### src/rtl/matrix_scan_ctrl.sv
// matrix_scan_ctrl
// Row-scan sequencer for a 64x32 HUB75 LED matrix (1/16 scan, both
// half-panels shifted together). Each row is read pixel-pair by
// pixel-pair from a double-buffered framebuffer RAM and shifted out on
// R0/G0/B0/R1/G1/B1 with SCLK. The row is then latched and displayed
// for ON_CYCLES clocks. Front/back buffers are exchanged only at a frame
// boundary, so the game logic never sees a torn frame.
//
// Ports
//   clk, rst        system clock; asynchronous active-high reset
//   en              scanning enable, sampled only at row boundaries
//   swap_req        level from game logic: back buffer is complete
//   swap_ack        one-cycle pulse: buffers have been exchanged
//   buf_sel         current front buffer (game logic writes !buf_sel)
//   fb_rd_en        framebuffer read strobe
//   fb_addr         {buf_sel, row[3:0], col[5:0]}
//   fb_rdata        {R0,G0,B0,R1,G1,B1}, valid 1 cycle after fb_rd_en
//   A, B, C, D      row address, {D,C,B,A} = latched row
//   R0..B1          pixel data to the panel
//   SCLK            panel shift clock (panel samples on its rising edge)
//   LAT             row latch, active-high
//   OE              output blanking, 1 = panel dark
//   state_dbg       current FSM state
//
// Handshake: swap_req is a level held by the game logic until it
// observes swap_ack. The request is sampled on the clock edge that ends
// the FRAME_END cycle; buf_sel toggles and swap_ack pulses on that same
// edge, so the first read of the next frame already uses the new buffer.
//
// All outputs are registered: each output register is loaded on the edge
// that starts the cycle it describes.
module matrix_scan_ctrl #(
    parameter int COLS      = 64,
    parameter int ROWS      = 16,
    parameter int ON_CYCLES = 256
) (
    input  logic        clk,
    input  logic        rst,
    input  logic        en,
    input  logic        swap_req,
    output logic        swap_ack,
    output logic        buf_sel,
    output logic        fb_rd_en,
    output logic [10:0] fb_addr,
    input  logic [5:0]  fb_rdata,
    output logic        A,
    output logic        B,
    output logic        C,
    output logic        D,
    output logic        R0,
    output logic        G0,
    output logic        B0,
    output logic        R1,
    output logic        G1,
    output logic        B1,
    output logic        SCLK,
    output logic        LAT,
    output logic        OE,
    output logic [2:0]  state_dbg
);

    // on_cnt runs 0..ON_CYCLES-1
    localparam int OW = (ON_CYCLES < 2) ? 1 : $clog2(ON_CYCLES);

    localparam logic [6:0]    COL_LAST = 7'(COLS - 1);
    localparam logic [6:0]    COL_END  = 7'(COLS);
    localparam logic [3:0]    ROW_LAST = 4'(ROWS - 1);
    localparam logic [OW-1:0] ON_LAST  = OW'(ON_CYCLES - 1);

    typedef enum logic [2:0] {
        IDLE      = 3'd0,
        SHIFT     = 3'd1,
        LATCH     = 3'd2,
        DISPLAY   = 3'd3,
        FRAME_END = 3'd4
    } state_t;

    state_t        state;
    logic [3:0]    row;
    logic [6:0]    col;
    logic          phase;
    logic [OW-1:0] on_cnt;

    logic [6:0]    col_inc;
    logic [3:0]    row_inc;
    logic          buf_next;

    assign col_inc   = col + 7'd1;
    assign row_inc   = (row == ROW_LAST) ? 4'd0 : row + 4'd1;
    assign buf_next  = buf_sel ^ swap_req;
    assign state_dbg = state;

    always_ff @(posedge clk or posedge rst) begin
        if (rst) begin
            state    <= IDLE;
            row      <= 4'd0;
            col      <= 7'd0;
            phase    <= 1'b0;
            on_cnt   <= '0;
            buf_sel  <= 1'b0;
            swap_ack <= 1'b0;
            fb_rd_en <= 1'b0;
            fb_addr  <= 11'd0;
            {D, C, B, A} <= 4'd0;
            {R0, G0, B0, R1, G1, B1} <= 6'd0;
            SCLK     <= 1'b0;
            LAT      <= 1'b0;
            OE       <= 1'b1;
        end else begin
            swap_ack <= 1'b0;
            case (state)
                IDLE: begin
                    OE <= 1'b1;
                    if (en) begin
                        state    <= SHIFT;
                        col      <= 7'd0;
                        phase    <= 1'b0;
                        fb_rd_en <= 1'b1;
                        fb_addr  <= {buf_sel, row, 6'd0};
                        SCLK     <= 1'b0;
                    end
                end

                SHIFT: begin
                    if (!phase) begin
                        if (col == COL_END) begin
                            // Trailing SCLK cycle for the last column is done.
                            state        <= LATCH;
                            SCLK         <= 1'b0;
                            LAT          <= 1'b1;
                            {D, C, B, A} <= row;
                        end else begin
                            phase    <= 1'b1;
                            fb_rd_en <= 1'b0;
                            SCLK     <= 1'b0;
                        end
                    end else begin
                        // RAM data for column col is valid now; present it
                        // while SCLK is high in the following cycle.
                        {R0, G0, B0, R1, G1, B1} <= fb_rdata;
                        phase <= 1'b0;
                        col   <= col_inc;
                        SCLK  <= 1'b1;
                        if (col == COL_LAST) begin
                            fb_rd_en <= 1'b0;
                        end else begin
                            fb_rd_en <= 1'b1;
                            fb_addr  <= {buf_sel, row, col_inc[5:0]};
                        end
                    end
                end

                LATCH: begin
                    state  <= DISPLAY;
                    LAT    <= 1'b0;
                    OE     <= 1'b0;
                    on_cnt <= '0;
                end

                DISPLAY: begin
                    if (on_cnt == ON_LAST) begin
                        OE  <= 1'b1;
                        row <= row_inc;
                        if (row == ROW_LAST) begin
                            state <= FRAME_END;
                        end else if (en) begin
                            state    <= SHIFT;
                            col      <= 7'd0;
                            phase    <= 1'b0;
                            fb_rd_en <= 1'b1;
                            fb_addr  <= {buf_sel, row_inc, 6'd0};
                            SCLK     <= 1'b0;
                        end else begin
                            state <= IDLE;
                        end
                    end else begin
                        on_cnt <= on_cnt + OW'(1);
                    end
                end

                FRAME_END: begin
                    OE <= 1'b1;
                    if (swap_req) begin
                        buf_sel  <= ~buf_sel;
                        swap_ack <= 1'b1;
                    end
                    if (en) begin
                        state    <= SHIFT;
                        col      <= 7'd0;
                        phase    <= 1'b0;
                        fb_rd_en <= 1'b1;
                        fb_addr  <= {buf_next, row, 6'd0};
                        SCLK     <= 1'b0;
                    end else begin
                        state <= IDLE;
                    end
                end

                default: begin
                    state <= IDLE;
                    OE    <= 1'b1;
                end
            endcase
        end
    end

endmodule

### config.mk
export PLATFORM = sky130hd
export DESIGN_NAME = matrix_scan_ctrl
export DESIGN_NICKNAME = d
export VERILOG_FILES = /design/src/rtl/matrix_scan_ctrl.sv
export SDC_FILE = /design/constraint.sdc
export NUM_CORES = 1
export LEC_CHECK = 0
export ABC_AREA = 1
export CAP_MARGIN = 25
export CORE_ASPECT_RATIO = 0.75
export CORE_MARGIN = 2
export CORE_UTILIZATION = 43
export CTS_CLUSTER_DIAMETER = 80
export CTS_CLUSTER_SIZE = 28
export DETAILED_ROUTE_END_ITERATION = 8
export GPL_TIMING_DRIVEN = 0
export PLACE_DENSITY_LB_ADDON = 0.12
export SLEW_MARGIN = 20
export SYNTH_ARGS = -nofsm -noshare
export SYNTH_HDL_FRONTEND = slang
export SYNTH_SLANG_ARGS = --single-unit
### constraint.sdc
create_clock -name clk -period 2.2 [get_ports clk]
set_input_delay 0.44 -clock clk [delete_from_list [all_inputs] [get_ports clk]]
set_output_delay 0.44 -clock clk [all_outputs]
set_load 0.005 [all_outputs]
==> results of run 1 <==
through the flow:
stage / cell area (um^2) / instances
6_report: 3146 / 455
5_1_grt: 3146 / 455
4_1_cts: 3146 / 455
3_5_place_dp: 3059 / 447
3_3_place_gp: 3039 / 446
2_1_floorplan: 2551 / 329
worst max-delay path, cell delays in order (launching register included):
cell and delay [ps]:
dfrtp_1 390, ha_1 190, nand2_1 100, nor2_2 120, nand2_1 120, nand2_1 130
nand2_2 90, nor2_4 220, nand2_2 90, buf_6 150, nand2_1 60, nand2_1 50
cell type report:
class	instances	area share (%)
Inverter	36	4.375
Buffer	6	1.352
Tap cell	78	3.103
Sequential cell	50	39.82
Multi-Input combinational cell	237	35.56
Timing Repair Buffer	40	13.05
Clock buffer	6	2.307
Clock inverter	2	0.4375
power groups by stage:
stage	registers [mW]	clock network [mW]	logic (mW)
2_1_floorplan	0.938	0	0.0178
3_3_place_gp	0.938	0	0.0427
3_5_place_dp	0.938	0	0.0480
4_1_cts	0.920	0.544	0.0482
5_1_grt	0.920	0.589	0.0525
6_report	0.920	0.527	0.0462
final timing paths:
kind / end / slack, ps / cells after the start / startpoint
min in group clk: fb_addr[4] / 470 / 2 / fb_addr[4]
worst min register to register: fb_addr[4] / 470 / 2 / fb_addr[4]
max in group asynchronous: OE / 1140 / 3 / rst
worst max-delay path: fb_addr[6] / 390 / 11 / on_cnt[0]
worst max register to register: fb_addr[6] / 390 / 11 / on_cnt[0]
worst min-delay path: fb_addr[7] / 460 / 2 / rst
cell usage after synthesis (all sizes together):
| cell type | count |
|---|---|
| o22ai | 2 |
| inv | 36 |
| nor2 | 29 |
| buf | 6 |
| nand4 | 4 |
| nand3 | 34 |
| dfstp | 1 |
| a21oi | 2 |
| xor2 | 5 |
| o21ai | 24 |
| dfrtp | 49 |
| ha | 4 |
| nand3b | 1 |
| nand2 | 129 |
| nor3 | 2 |
| and2 | 1 |
flip-flops by register name, indices dropped and copies added (netlist names):
register	flops
D	1
state_dbg	3
SCLK	1
R1	1
phase	1
R0	1
A	1
on_cnt	8
B1	1
G1	1
LAT	1
swap_ack	1
col	7
OE	1
B0	1
G0	1
B	1
fb_rd_en	1
C	1
fb_addr	11
buf_sel	1
row	4
cell usage in the layout (no fill, tap or decap), types with 2 or more instances in the layout:
cell type	count
nand2_1	122
nor2_4	3
nand3_1	33
clkbuf_8	5
inv_2	2
nor2_1	25
buf_2	4
buf_6	2
clkdlybuf4s50_1	39
inv_1	33
nand2_2	6
o21ai_0	24
nand4_1	3
ha_1	4
nor3_1	2
xor2_1	5
o22ai_1	2
dfrtp_1	49
metal layers:
layer  share of wire [%]  vias to the layer above
met5                   0                        -
met4                0.85                        0
met3                 4.5                        4
met2                  40                       50
met1                  54                     1000
li1                    -                     1124
kinds of logic (layout without fill, tap and decap cells):
family | Yosys count | after routing | synth area share, %
and+or+nand+nor | 200 | 200 | 34.43
DFF | 50 | 50 | 49.09
buffers and inverters | 42 | 90 | 7.062
AOI/OAI and AO/OA | 28 | 28 | 5.738
xor gates and xnor gates | 5 | 5 | 1.716
adders and majority gates | 4 | 4 | 1.962
==> metrics.md, run 1 <==
| Metric | Value |
|---|---|
| CTS tree | done |
| DR iter-0 viols | 55 |
| Ports | 40 |
| Slew @ Worst Pin | 462.8 ps |
| Number of port buffers | 39 |
| CTS Root Cell | clkbuf_8 |
| Post-synthesis sequential area ratio | 49.09% |
| TNS Setup | 0 ps |
| Clk sinks | 50 |
| Max VDD drop | 0.3389 mV |
| # rows | 24 |
| WL per Instance | 11.70 um |
| WP data arrival | 2010 ps |
| Gp weighted congestion | 0.8500 |
| Vias in the first global route | 2,017 |
| Final Skew | 13.85 ps |
| GR peak layer | met1 |
| Total of max-cap violations | 0 |
| Minimum clock period | 1810 ps |
| Top cell type's share of synthesized area | 48.06% |
| Fin. max-slew vios | 0 |
| Max Root-Sink Buffers | 2 |
| Post-Place Setup Slack | 191.4 ps |
| Pin count of the biggest net entering global routing | 31 |
| Critical path fanouts, max | 10 |
| Achievable Freq | 552.4 MHz |
| Internal | 1.165 mW |
| Fin crit share | 82.28% |
| Die X | 92.94 um |
| Multi-input combinational cell area | 1119 um^2 |
| Routed wire length | 5.325 mm |
| Area leader, netlist | dfrtp_1 |
| Clk_lat worst skew | 300 ps |
| Mean post-synth cell area | 7.754 um^2 |
| Pre-antenna DRT Iters | 5 |
| Final Hold Viols | 0 |
| Gr usage total | 17.98% |
| Worst hold path class | input pin to asynchronous set/reset pin |
| Crit. End Element | register |
| Cts-stage hold buffer count | 0 |
| Post-synthesis register bit count | 50 |
| Grt met2 use | 26.33% |
| Total power | 1.493 mW |
| # fillers | 565 |
| Synth cell types | 26 |
| RSZ-0062 raised after global routing | no |
| H-tree depth | 2 |
| Postcts setup bufs | 0 |
| Initial core utilization | 44.25% |
| Status | finished clean |
| Vias per Instance | 4.787 |
| Die H | 70.71 um |
| Net Sw Power | 0.3282 mW |
| Storage element area | 1252 um^2 |
| Switching share of power | 21.98% |
| Post-DRT Antenna Nets | 0 |
| DRC | 0 |
| Worst setup SP type | register |
| Required @ worst endpoint | 2400 ps |
| Initial antenna violation count | 0 |
| Area Growth Syn to Fin | 23.30% |
| Ranking of synthesized cells by area | dfrtp_1 48%, nand2_1 18%, nand3_1 6.5% |
| P_leak | 1.631 nW |
| # resized after CTS | 0 |
| Core area | 5766 um^2 |
| Fin Hold WS | 462.2 ps |
| Max-slew headroom | 69.10% |
| Yosys warning count | 0 |
| Number of diodes | 0 |
| Final nets | 390 |
| CTS buffer count | 5 |
| Syn Inst Count | 329 |
| Vias | 2,178 |
| DP HPWL | 3.960 mm |
| Reg power frac | 61.6% |
| Clock slew at reported path FFs | 100 ps |
| Comb pwr share | 3.1% |
| Final setup viols | 0 |
| Syn Nets | 343 |
| Clock share of power | 35.3% |
| Final worst slack | 389.8 ps |
| PD cells | 474.7 nW/um^2 |
| Grt ovf | 0 |
| Post-Syn Area | 2551 um^2 |
| Met3 usage | 3.514% |
| Final Util | 54.56% |
| Layout cells sized above 1 | 8.488% |
| First-pass GRT wire length | 9.453 mm |
| Critical path class | register to register |
| Full die area | 6571 um^2 |
| Met1 Use GR | 27.62% |
Note: power is estimated with default switching activity, not from simulation.
==> run 2: changes to the inputs <==
Clock period 2.2 ns to 1.7 ns, I/O delays scaled along.
==> run 2 against run 1 <==
  * Power up 29%
  * First-iteration DRC count up 56%
  * Via count up 2.4%
  * Core utilization up 2.3 points
  * Non-clock buffer count up 8
  * Critical path type is now register to output pin
  * Clock skew about the same
  * Flip-flop and latch count unchanged
  * Routed wire length up 2.6%
  * Sequential share of layout area down 1.5 points
  * Final cell count up 1.8%
  * Setup slack worse by 310 ps
  * Sequential power up 29%
==> metrics.md, run 2 (synthesis results as in run 1) <==
| Metric | Value |
|---|---|
| Status | finished clean |
| Max VDD drop | 0.4403 mV |
| Max Root-Sink Buffers | 2 |
| Post-Place Setup Slack | -208.6 ps |
| Clk sinks | 50 |
| # fillers | 547 |
| DR iter-0 viols | 86 |
| Achievable Freq | 617.7 MHz |
| CTS tree | done |
| Fin Hold WS | 358.8 ps |
| Vias | 2,230 |
| Layout cells sized above 1 | 14.29% |
| Final Skew | 14.34 ps |
| Pre-antenna DRT Iters | 4 |
| H-tree depth | 2 |
| Number of port buffers | 39 |
| First-pass GRT wire length | 9.584 mm |
| Routed wire length | 5.463 mm |
| Top reg by flops | fb_addr |
| Core area | 5766 um^2 |
| Vias per Instance | 4.816 |
| Regs by FF count | fb_addr x11, on_cnt x8, col x7 |
| Non-filler cells, final | 463 |
| DP HPWL | 3.960 mm |
| RSZ-0062 raised after global routing | no |
| Cell family with most CP delay | buffers and inverters |
| # rows | 24 |
| CP max-delay cell | clkdlybuf4s50_1 |
| Total power | 1.933 mW |
| Required @ worst endpoint | 1360 ps |
| Gp weighted congestion | 0.8500 |
| P_leak | 1.721 nW |
| Pin count of the biggest net entering global routing | 31 |
| Max-slew headroom | 69.72% |
| Final setup viols | 0 |
| Gr usage total | 18.19% |
| Vias in the first global route | 2,046 |
| Clock slew at reported path FFs | 100 ps |
| Commonest non-fill, non-tap cell in the layout | nand2_1 |
| Die H | 70.71 um |
| Total of max-cap violations | 0 |
| Post-DRT Antenna Nets | 0 |
| PD cells | 589.4 nW/um^2 |
| Cts-stage hold buffer count | 0 |
| Grt ovf | 0 |
| Largest incremental delay on the critical path | 530 ps |
| Initial core utilization | 44.25% |
| Area Growth Syn to Fin | 28.54% |
| DRC | 0 |
| CTS buffer count | 5 |
| Most frequent cells in the layout | 117 x nand2_1, 46 x dfrtp_1, 38 x clkdlybuf4s50_1, 32 x inv_1, 32 x nand3_1 |
| Die X | 92.94 um |
| Initial antenna violation count | 0 |
| Max FFs per register | 11 |
| Flop-to-flop setup slack | 110 ps |
| Worst hold path class | input pin to asynchronous set/reset pin |
| Crit-path cells | clkdlybuf4s50_1 |
| Fin crit share | 95.24% |
| Final nets | 398 |
| Slew @ Worst Pin | 453.5 ps |
| Final Hold Viols | 0 |
| Fin. max-slew vios | 0 |
| Ports | 40 |
| WP data arrival | 1280 ps |
| Final worst slack | 80.96 ps |
| Full die area | 6571 um^2 |
| Clk_lat worst skew | 300 ps |
| Number of diodes | 0 |
| Minimum clock period | 1619 ps |
| Worst setup SP type | register |
| Post-Place Cells | 447 |
| CTS Root Cell | clkbuf_8 |
| R2r worst-path depth | 11 |
| Critical path class | register to output pin |
| Crit. End Element | output pin |
| Buffer and inverter count on the worst path | 1 |
| WL per Instance | 11.80 um |
| Reg2reg end | fb_addr[6] |
| Reg2reg start | on_cnt[1] |
| Critical path fanouts, max | 7 |
-- run 2: cell types whose count changed in the layout (fill, tap and decap cells not counted), moves of 2 or more --
cell     delta
ha_1        -2
nand2_4     +3
dfrtp_1     -3
nand2_1     -5
ha_2        +2
buf_4       +8
nand2_2     +2
nor2_1      -3
nor2_2      +2
buf_2       -2
dfrtp_2     +3
-- run 2: where the power goes --
| part | total [mW] | switching, mW | internal (mW) |
|---|---|---|---|
| combinational | 0.0599 | 0.0329 | 0.0270 |
| sequential | 1.19 | 0.000807 | 1.19 |
| clock | 0.683 | 0.392 | 0.291 |
| total | 1.93 | 0.425 | 1.51 |
-- run 2: through the flow --
stage	utilization, %	instance area [um^2]	TNS, ps
2_1_floorplan	-	2551	0
3_3_place_gp	52.71	3039	-43480
3_5_place_dp	53.06	3059	-2836
4_1_cts	55.34	3191	0
5_1_grt	56.88	3279	0
6_report	56.88	3279	0
-- run 2: worst max-delay path by stage --
stage                               to  slack, ps  depth (start not counted)         start
after floorplan             fb_addr[4]        150                         11     on_cnt[0]
after global placement       on_cnt[7]       -830                          2           rst
after detailed placement    fb_addr[6]       -210                          9            en
after CTS                   fb_addr[6]         10                         11     on_cnt[1]
after global routing        fb_addr[2]          1                         11     on_cnt[1]
final                     state_dbg[0]         80                          1  state_dbg[0]
-- run 2: layout make-up --
type / count / area, um^2 / share of cell area [%]
Clock inverter: 2 / 13.76 / 0.4197
Multi-Input combinational cell: 237 / 1177 / 35.90
Clock buffer: 6 / 72.57 / 2.213
Buffer: 6 / 51.30 / 1.564
Tap cell: 78 / 97.59 / 2.976
Inverter: 36 / 137.6 / 4.197
Sequential cell: 50 / 1256 / 38.31
Timing Repair Buffer: 48 / 473.0 / 14.42
-- run 2: per-layer routing --
| layer | share of wire, % | track usage [%] | up-vias |
|---|---|---|---|
| met4 | 0.79 | 4.412 | 0 |
| met3 | 4.0 | 3.514 | 4 |
| met1 | 53 | 28.04 | 1044 |
| met5 | 0 | 0 | - |
| li1 | - | - | 1137 |
| met2 | 42 | 26.57 | 45 |
-- run 2: what timing repair did --
item | in CTS | in global routing
gates resized for setup | 4 | 20
pin swaps | 2 | 4
buffers inserted | 4 | 4
setup endpoints to repair | 20 | 43
==> run 3: changes to the inputs <==
Settings changed: CAP_MARGIN 25 to 40, CORE_MARGIN 2 to unset, GPL_TIMING_DRIVEN 0 to unset.
==> run 3 against run 2 <==
  * Clock skew down 5.5 ps
  * Routed wire length shrank 3.4%
  * Register-to-register slack gained 30 ps
  * Clock-buffer cell count unchanged
  * Sequential power about the same
  * Setup slack got worse by 30 ps
  * Final cell count grew 0.86%
  * Sequential share of layout area shrank 0.091 points
  * Clock power shrank 0.9%
  * Critical path type unchanged
  * Critical endpoint is now state_dbg[2]
  * Largest power group unchanged
==> metrics.md, run 3 (synthesis results as in run 1) <==
| Metric | Value |
|---|---|
| Status | finished clean |
| GR peak layer | met2 |
| Critical path fanouts, max | 5 |
| Final setup viols | 0 |
| CP max-delay cell | clkdlybuf4s50_1 |
| DRC | 0 |
| Layout cells sized above 1 | 13.52% |
| Vias per Instance | 4.773 |
| Cell family with most CP delay | buffers and inverters |
| Top reg by flops | fb_addr |
| Gr usage total | 19.16% |
| Final Util | 59.38% |
| Final Hold Viols | 0 |
| First-pass GRT wire length | 9.487 mm |
| RSZ-0062 raised after global routing | yes |
| Minimum clock period | 1649 ps |
| Grt met2 use | 29.73% |
| CTS buffer count | 5 |
| Gp weighted congestion | 0.8119 |
| CTS tree | done |
| Full die area | 6248 um^2 |
| # rows | 23 |
| Max-slew headroom | 69.94% |
| Cts-stage hold buffer count | 0 |
| Total of max-cap violations | 0 |
| # fillers | 513 |
| Area Growth Syn to Fin | 28.59% |
| Required @ worst endpoint | 1360 ps |
| Initial antenna violation count | 0 |
| Number of diodes | 0 |
| Die X | 90.94 um |
| Die H | 68.71 um |
| Clk sinks | 50 |
| Max FFs per register | 11 |
| Pin count of the biggest net entering global routing | 51 |
| Crit. End Element | output pin |
| Commonest non-fill, non-tap cell in the layout | nand2_1 |
| P_leak | 1.723 nW |
| Pre-antenna DRT Iters | 4 |
| Core area | 5525 um^2 |
| CTS Root Cell | clkbuf_8 |
| WP data arrival | 1310 ps |
| Worst hold path class | input pin to asynchronous set/reset pin |
| Post-DRT Antenna Nets | 0 |
| Met3 usage | 3.947% |
| Vias | 2,229 |
| Routed wire length | 5.278 mm |
| Worst setup SP type | register |
| Fin. max-slew vios | 0 |
| DP HPWL | 4.052 mm |
| Critical path class | register to output pin |
| Clock slew at reported path FFs | 90 ps |
| PD cells | 587.9 nW/um^2 |
| Max VDD drop | 0.4766 mV |
| H-tree depth | 2 |
| Clk_lat worst skew | 300 ps |
| WL per Instance | 11.30 um |
| Vias in the first global route | 2,101 |
| Ports | 40 |
| Met1 Use GR | 27.96% |
| Final Skew | 8.880 ps |
| Buffer and inverter count on the worst path | 1 |
| Largest incremental delay on the critical path | 550 ps |
| Final nets | 405 |
| Fin crit share | 97.00% |
| DR iter-0 viols | 106 |
| Grt ovf | 0 |
| Regs by FF count | fb_addr x11, on_cnt x8, col x7 |
| Slew @ Worst Pin | 446.2 ps |
| Initial core utilization | 46.17% |
| Max Root-Sink Buffers | 2 |
| Total power | 1.929 mW |
| Achievable Freq | 606.4 MHz |
| Crit-path cells | clkdlybuf4s50_1 |
| Number of port buffers | 39 |
| Most frequent cells in the layout | 121 x nand2_1, 48 x dfrtp_1, 38 x clkdlybuf4s50_1, 33 x inv_1, 32 x nand3_1 |
-- run 3: cell types whose count changed in the layout (fill, tap and decap cells not counted), moves of 2 or more --
| cell | before | now |
|---|---|---|
| buf_2 | 2 | 0 |
| buf_4 | 8 | 21 |
| buf_6 | 3 | 0 |
| dfrtp_1 | 46 | 48 |
| dfrtp_2 | 3 | 1 |
| nand2_1 | 117 | 121 |
| nand2_2 | 8 | 6 |
| nand2_4 | 4 | 2 |
-- run 3: metal layers --
layer	up-vias	part of all wire, %
met2	54	40
met1	1006	55
met4	0	0.27
li1	1167	-
met3	2	5.3
met5	-	0
-- run 3: final timing paths --
| kind | from | endpoint | slack [ps] | cells after the start |
|---|---|---|---|---|
| min in group clk | fb_addr[1] | fb_addr[1] | 480 | 2 |
| min | rst | fb_addr[2] | 400 | 3 |
| max in group asynchronous | rst | OE | 1020 | 3 |
| max | state_dbg[2] | state_dbg[2] | 50 | 1 |
| min reg2reg | fb_addr[1] | fb_addr[1] | 480 | 2 |
| max reg2reg | row[0] | col[6] | 140 | 8 |
-- run 3: timing repair --
action	CTS	global route
endpoints found under the hold margin	0	0
gates cloned	0	0
resized for setup	1	7
buffers inserted	0	1
pin swaps	0	2
endpoints found under the setup margin	1	26
-- run 3: layout make-up --
type | count | area [um^2] | share of cell area (%)
Multi-Input combinational cell | 237 | 1139 | 34.71
Tap cell | 75 | 93.84 | 2.860
Inverter | 36 | 137.6 | 4.195
Timing Repair Buffer | 61 | 570.5 | 17.39
Clock inverter | 2 | 13.76 | 0.4195
Clock buffer | 6 | 72.57 | 2.212
Sequential cell | 50 | 1254 | 38.21
-- run 3: power breakdown --
part           internal [mW]  leakage, nW  switching, mW
combinational         0.0288         1.09         0.0325
sequential              1.19        0.583       0.000772
clock                  0.291       0.0452          0.386
total                   1.51         1.72          0.419
-- run 3: stage by stage --
| stage | area (um^2) | instances | setup WS, ps | hold WS, ps | TNS (ps) |
|---|---|---|---|---|---|
| 2_1_floorplan | 2551 | 329 | 148.5 | 449.6 | 0 |
| 6_report | 3281 | 467 | 51.04 | 400.2 | 0 |
| 3_3_place_gp | 3163 | 458 | 58.10 | 459.7 | 0 |
| 3_5_place_dp | 3163 | 458 | 26.53 | 462.6 | 0 |
| 4_1_cts | 3251 | 466 | 26.03 | 400.9 | 0 |
| 5_1_grt | 3281 | 467 | -28.16 | 428.9 | -123.4 |
-- run 3: worst min-delay path, delay by kind of cell --
kind | cells | cell delay (ps)
buffers and inverters | 3 | 730
==> variant 1 (flow settings as in run 3) <==
Set the parameter `ON_CYCLES` to 512 (it was 256).
--- a/src/rtl/matrix_scan_ctrl.sv
+++ b/src/rtl/matrix_scan_ctrl.sv
@@ -33,5 +33,5 @@
     parameter int COLS      = 64,
     parameter int ROWS      = 16,
-    parameter int ON_CYCLES = 256
+    parameter int ON_CYCLES = 512
 ) (
     input  logic        clk,
Check against the original RTL: same outputs for any inputs over 10 cycles, from zero or initial values and one cycle with rst high; that may be too few to reach the edited logic, so the function may still have changed.
==> variant 1 against run 3 <==
- the flow now finishes with violations (setup timing)
- setup slack worse by 0.30 ns
- final area is 8.2% higher
- global-route usage increased by 0.99 points
- wire length grew 13%
- sequential cell count increased by 1
- count of clock-buffer cells in the layout rose by 1
- register-to-register slack lost 0.39 ns
- final cell count is 3.0% higher
- area after synthesis up 2.5%
Power is not compared: it rests on default switching activity, and its combinational part moved more than twofold at a synthesized area within 25%.
==> variant 1: results (changes against run 3) <==
Run status
  • Status: finished, violations left
  • Violations in the final reports: setup timing

Worst hold path
  • Hold crit path type: primary input to asynchronous set/reset pin

Placed design
  • GP Congestion: 0.8581 (+5.7%)
  • Post-DP HPWL: 4.323 mm (+6.7%)
  • Pre-CTS setup slack: -0.2930 ns (-0.3195 ns)
  • DP Cell Count: 468 (+2.2%)
  • Placed cell areas: 3304 um^2 (+4.5%)

Synth
  • Top post-synthesis cells by area: dfrtp_1 48%, nand2_1 16%, nand3_1 5.4%
  • Synth top cells by count: 109 x nand2_1, 50 x dfrtp_1, 32 x inv_1
  • Post-synthesis sequential area ratio: 48.85% (-0.24 points)
  • Post-synthesis cell type count: 27 (+3.8%)
  • Post-synth net total: 345 (+0.58%)
  • Mean Syn Cell Area: 7.924 um^2 (+2.2%)

Setup path
  • CP max stage cell: dfrtp_1
  • RR Startpoint: on_cnt[0]$_DFFE_PP0P_
  • Reg2reg path depth: 13 (+5)
  • Slowest stage delay, CP: 0.37 ns (-0.18 ns)
  • Worst path top cell family by delay: simple AND/OR/NAND/NOR gates
  • Critical Path End: fb_addr[10]$_DFFE_PP0P_
  • Critical Path Start: on_cnt[0]$_DFFE_PP0P_

Drt
  • Total number of vias: 2354 (+5.6%)
  • 1st-iter DRT viols: 138 (+30%)
  • DR WL/cell: 12.45 um (+10%)

Global route
  • Vias in the first global route: 2230 (+6.1%)
  • Global-route wire length before repair: 10.27 mm (+8.3%)
  • Total global-route track usage: 20.14% (+0.99 points)
  • Pin count of the biggest net entering global routing: 36 (-29%)

STA
  • Setup total negative slack: -4.958 ns (-4.958 ns)
  • Slew at the pin closest to its max-slew limit: 0.2626 ns (-0.1835 ns)
  • Endpoints failing setup: 34 (+34)
  • Setup WS post-layout: -0.2471 ns (-0.2982 ns)
  • Max Clock Skew: 0.007026 ns (-0.001854 ns)

Cells and area
  • Largest registers: fb_addr (11), on_cnt (9), col (7)
  • Layout Nets: 417 (+3.0%)
  • Ant. Diodes: 0 (unchanged)
  • Fin cells: 481 (+3.0%)
-- variant 1: timing repair --
action | CTS | global route
gates resized for setup | 30 | 18
endpoints found under the hold margin | 0 | 0
pin swaps | 5 | 8
cloned | 0 | 1
buffers inserted | 3 | 1
setup endpoints to repair | 35 | 45
-- variant 1: area by class of cell --
class | instances | area (um^2)
well taps | 78 | 97.59
inverters | 33 | 123.9
fillers | 536 | 2276
flip-flops and latches | 51 | 1281
multi-input cells | 239 | 1264
clock inverters | 1 | 7.507
clock buffers | 7 | 96.34
repair buffers | 72 | 679.4
-- variant 1: worst min path at each step --
| stage | slack, ns | cells after the start | to |
|---|---|---|---|
| final | 0.38 | 3 | fb_addr[6]$_DFFE_PP0P_ |
| after global routing | 0.43 | 3 | col[5]$_DFFE_PP0P_ |
| after CTS | 0.39 | 3 | fb_addr[6]$_DFFE_PP0P_ |
| after detailed placement | 0.47 | 2 | fb_addr[0]$_DFFE_PP0P_ |
| after global placement | 0.46 | 2 | fb_addr[1]$_DFFE_PP0P_ |
| after floorplan | 0.45 | 2 | swap_ack$_DFF_PP0_ |
-- variant 1: per-layer routing --
| layer | GRT usage [%] | wire (um) | vias to the layer above |
|---|---|---|---|
| met5 | 0 | 0 | - |
| met2 | 30.18 | 2582 | 50 |
| met1 | 30.26 | 3113 | 1105 |
| met3 | 4.057 | 241 | 7 |
| li1 | - | - | 1192 |
| met4 | 4.167 | 51 | 0 |
-- variant 1: logic make-up after synthesis --
family,Yosys count,synth area share [%]
flip-flops,51,48.85
buffers and inverters,41,7.607
AND/OR/NAND/NOR,191,32.15
AO/OA/AOI/OAI,37,7.320
adder cells (fa/ha/maj),5,2.392
XOR/XNOR,5,1.675
==> variant 2 (config.mk and constraints of run 3) <==
Without the edit above. Register the input `swap_req` before use, cleared by the reset. The logic sees it one clock later. The other inputs are not delayed to match.
--- a/src/rtl/matrix_scan_ctrl.sv
+++ b/src/rtl/matrix_scan_ctrl.sv
@@ -76,4 +76,14 @@
     } state_t;
 
+    logic swap_req_q;
+
+    always_ff @(posedge clk or posedge rst) begin
+        if (rst) begin
+            swap_req_q <= '0;
+        end else begin
+            swap_req_q <= swap_req;
+        end
+    end
+
     state_t        state;
     logic [3:0]    row;
@@ -88,5 +98,5 @@
     assign col_inc   = col + 7'd1;
     assign row_inc   = (row == ROW_LAST) ? 4'd0 : row + 4'd1;
-    assign buf_next  = buf_sel ^ swap_req;
+    assign buf_next  = buf_sel ^ swap_req_q;
     assign state_dbg = state;
 
@@ -181,5 +191,5 @@
                 FRAME_END: begin
                     OE <= 1'b1;
-                    if (swap_req) begin
+                    if (swap_req_q) begin
                         buf_sel  <= ~buf_sel;
                         swap_ack <= 1'b1;
Behaviour: same outputs for any inputs over 10 cycles, from zero or initial values and one cycle with rst high; that may be too few to reach the edited logic, so the function may still have changed.
==> variant 2 against run 3 <==
- sequential cell count increased by 1
- critical path depth unchanged
- highest routed layer unchanged
- sequential share of layout area decreased by 2.2 points
- synthesized cell count decreased by 0.91%
- power increased by 2.8%
- hold slack got worse by 0.13 ns
- setup slack got worse by 0.0045 ns
- global-route usage decreased by 0.43 points
- register-to-register slack got worse by 0.05 ns
- area after synthesis increased by 5.2%
- final cell count increased by 3.6%
- final area increased by 8.5%
- largest cell class unchanged
- wire length increased by 11%
==> variant 2: results (changes against run 3) <==
Synth
  • Post-synthesis cell type count: 32 (+23%)
  • Ys Warns: 0 (unchanged)
  • Top post-synthesis cells by area: dfrtp_1 47%, nand2_1 14%, nand2_4 5.5%
  • Predominant post-synthesis flop cell: dfrtp_1
  • Post-synthesis sequential area ratio: 47.60% (-1.5 points)
  • Asr flop ratio synth: 100.0% (unchanged)
  • Cells after Synth: 326 (-0.91%)
  • Post-synth net total: 340 (-0.87%)
  • Synth top cells by count: 99 x nand2_1, 50 x dfrtp_1, 33 x nor2_1

Placed design
  • Placed cell areas: 3356 um^2 (+6.1%)
  • I/O Buffers: 39 (unchanged)
  • Post-DP HPWL: 4.331 mm (+6.9%)
  • GP Congestion: 0.8787 (+8.2%)
  • DP Cell Count: 468 (+2.2%)

Drt
  • Final wirelength: 5.860 mm (+11%)
  • Vias per inst: 4.702 (-1.5%)
  • 1st-iter DRT viols: 98 (-7.5%)
  • Initial DRT Pass Iterations: 4 (unchanged)

Setup path
  • Worst path top cell family by delay: buffers and inverters
  • Worst-path fanout max: 8 (+3)
  • Slowest stage delay, CP: 0.54 ns
  • CP max stage cell: clkdlybuf4s50_1
  • Reg2reg setup slack: 0.09 ns (-0.05 ns)
  • Worst endpoint data arrival time: 1.31 ns (about the same)

Clock network
  • Number of buffers created by CTS: 5 (unchanged)
  • Worst-case clock buffer depth: 2 (unchanged)
  • Clk slew on worst S/H paths: 0.09 ns (about the same)
  • Depth of the CTS H-tree: 2 (unchanged)
  • Clk_lat worst skew: 0.30 ns (about the same)
  • CTS root buf: clkbuf_8

STA
  • Hold WS: 0.2672 ns (-0.1330 ns)
  • Max Clock Skew: 0.003160 ns (-0.005719 ns)
  • Headroom to the max-slew limit: 76.22% (+6.3 points)

Cells and area
  • Fin cells: 484 (+3.6%)
  • Largest registers: fb_addr (11), on_cnt (8), col (7)
  • Ant. Diodes: 0 (unchanged)
  • FILL cells: 564 (+9.9%)
  • Layout Nets: 420 (+3.7%)
  • Layout cells sized above 1: 23.40% (+9.9 points)

Global route
  • Grt met2 use: 25.08% (-4.7 points)
  • Pin count of the biggest net entering global routing: 29 (-43%)
  • Vias in the first global route: 2015 (-4.1%)
  • Total global-route track usage: 18.72% (-0.43 points)
  • Global-route wire length before repair: 9.591 mm (+1.1%)
  • Initial antenna violation count: 0 (unchanged)
  • Met1 GRT Util: 29.91% (+2.0 points)
  • Met3 global-route usage: 3.813% (-0.13 points)

Pwr
  • VDD IR-drop max: 0.3733 mV (-22%)
  • Leakage: 1.815 nW (+5.4%)

Run status
  • Status: finished, final reports clean

Worst hold path
  • Hold crit path type: primary input to asynchronous set/reset pin
## variant 2: cell families after synthesis
logic type / after synthesis / synth area share [%]
buffers and inverters: 38 / 6.434
and+or+nand+nor: 196 / 36.13
AOI/OAI and AO/OA: 33 / 6.667
xor gates and xnor gates: 4 / 1.305
adders and majority gates: 4 / 1.865
DFF: 51 / 47.60
## variant 2: path summary, 6_finish.rpt
check                                              start                endpoint  cells after the start
worst max register to register  state_dbg[1]$_DFFE_PP0P_  fb_addr[6]$_DFFE_PP0P_                      8
worst min-delay path                                 rst      col[3]$_DFFE_PP0P_                      2
worst min register to register    fb_addr[8]$_DFFE_PP0P_  fb_addr[8]$_DFFE_PP0P_                      2
worst max-delay path            state_dbg[1]$_DFFE_PP0P_            state_dbg[1]                      1
min in group clk                  fb_addr[8]$_DFFE_PP0P_  fb_addr[8]$_DFFE_PP0P_                      2
max in group asynchronous                            rst          OE$_DFFE_PP1P_                      3
## variant 2: what timing repair did
item | in CTS | in global routing
cloned | 0 | 3
setup endpoints to repair | 4 | 26
setup buffers | 0 | 6
hold endpoints to repair | 0 | 0
gates resized for setup | 5 | 12
pin swaps | 0 | 3
## variant 2: where the power goes
part           internal (mW)  switching [mW]  leakage, nW
sequential              1.21        0.000374        0.590
combinational         0.0297          0.0336         1.18
clock                  0.320           0.386       0.0470
total                   1.56           0.420         1.82
## variant 2: worst register-to-register path, cell delays in order (launching register included)
cell	delay, ns
dfrtp_2	0.49
nor3_2	0.35
nand2_2	0.11
nand2_1	0.12
nor2_4	0.05
buf_4	0.13
buf_6	0.12
nand3_1	0.09
nand2_2	0.05
## variant 2: area by class of cell
class / instances / area (um^2) / share of cell area [%]
clock buffers: 6 / 82.58 / 2.320
clock inverters: 1 / 5.005 / 0.1406
inverters: 35 / 133.9 / 3.761
multi-input cells: 238 / 1271 / 35.71
flip-flops and latches: 51 / 1282 / 36.03
well taps: 78 / 97.59 / 2.742
repair buffers: 75 / 686.9 / 19.30
## variant 2: stage by stage
step                      util, %  setup TNS, ns  worst slack, ns
after global placement      56.73              0         0.006589
after CTS                   58.48              0         0.008794
after global routing        60.17        -0.2208         -0.03488
after detailed placement    56.73       -0.01804         -0.01804
final                       60.17              0          0.04650
after floorplan                 -              0          0.08644
## variant 2: per-layer routing
layer,up-vias,share of wire [%]
met4,0,0.72
met3,5,4.0
met2,49,40
li1,1193,-
met1,1029,55
met5,-,0
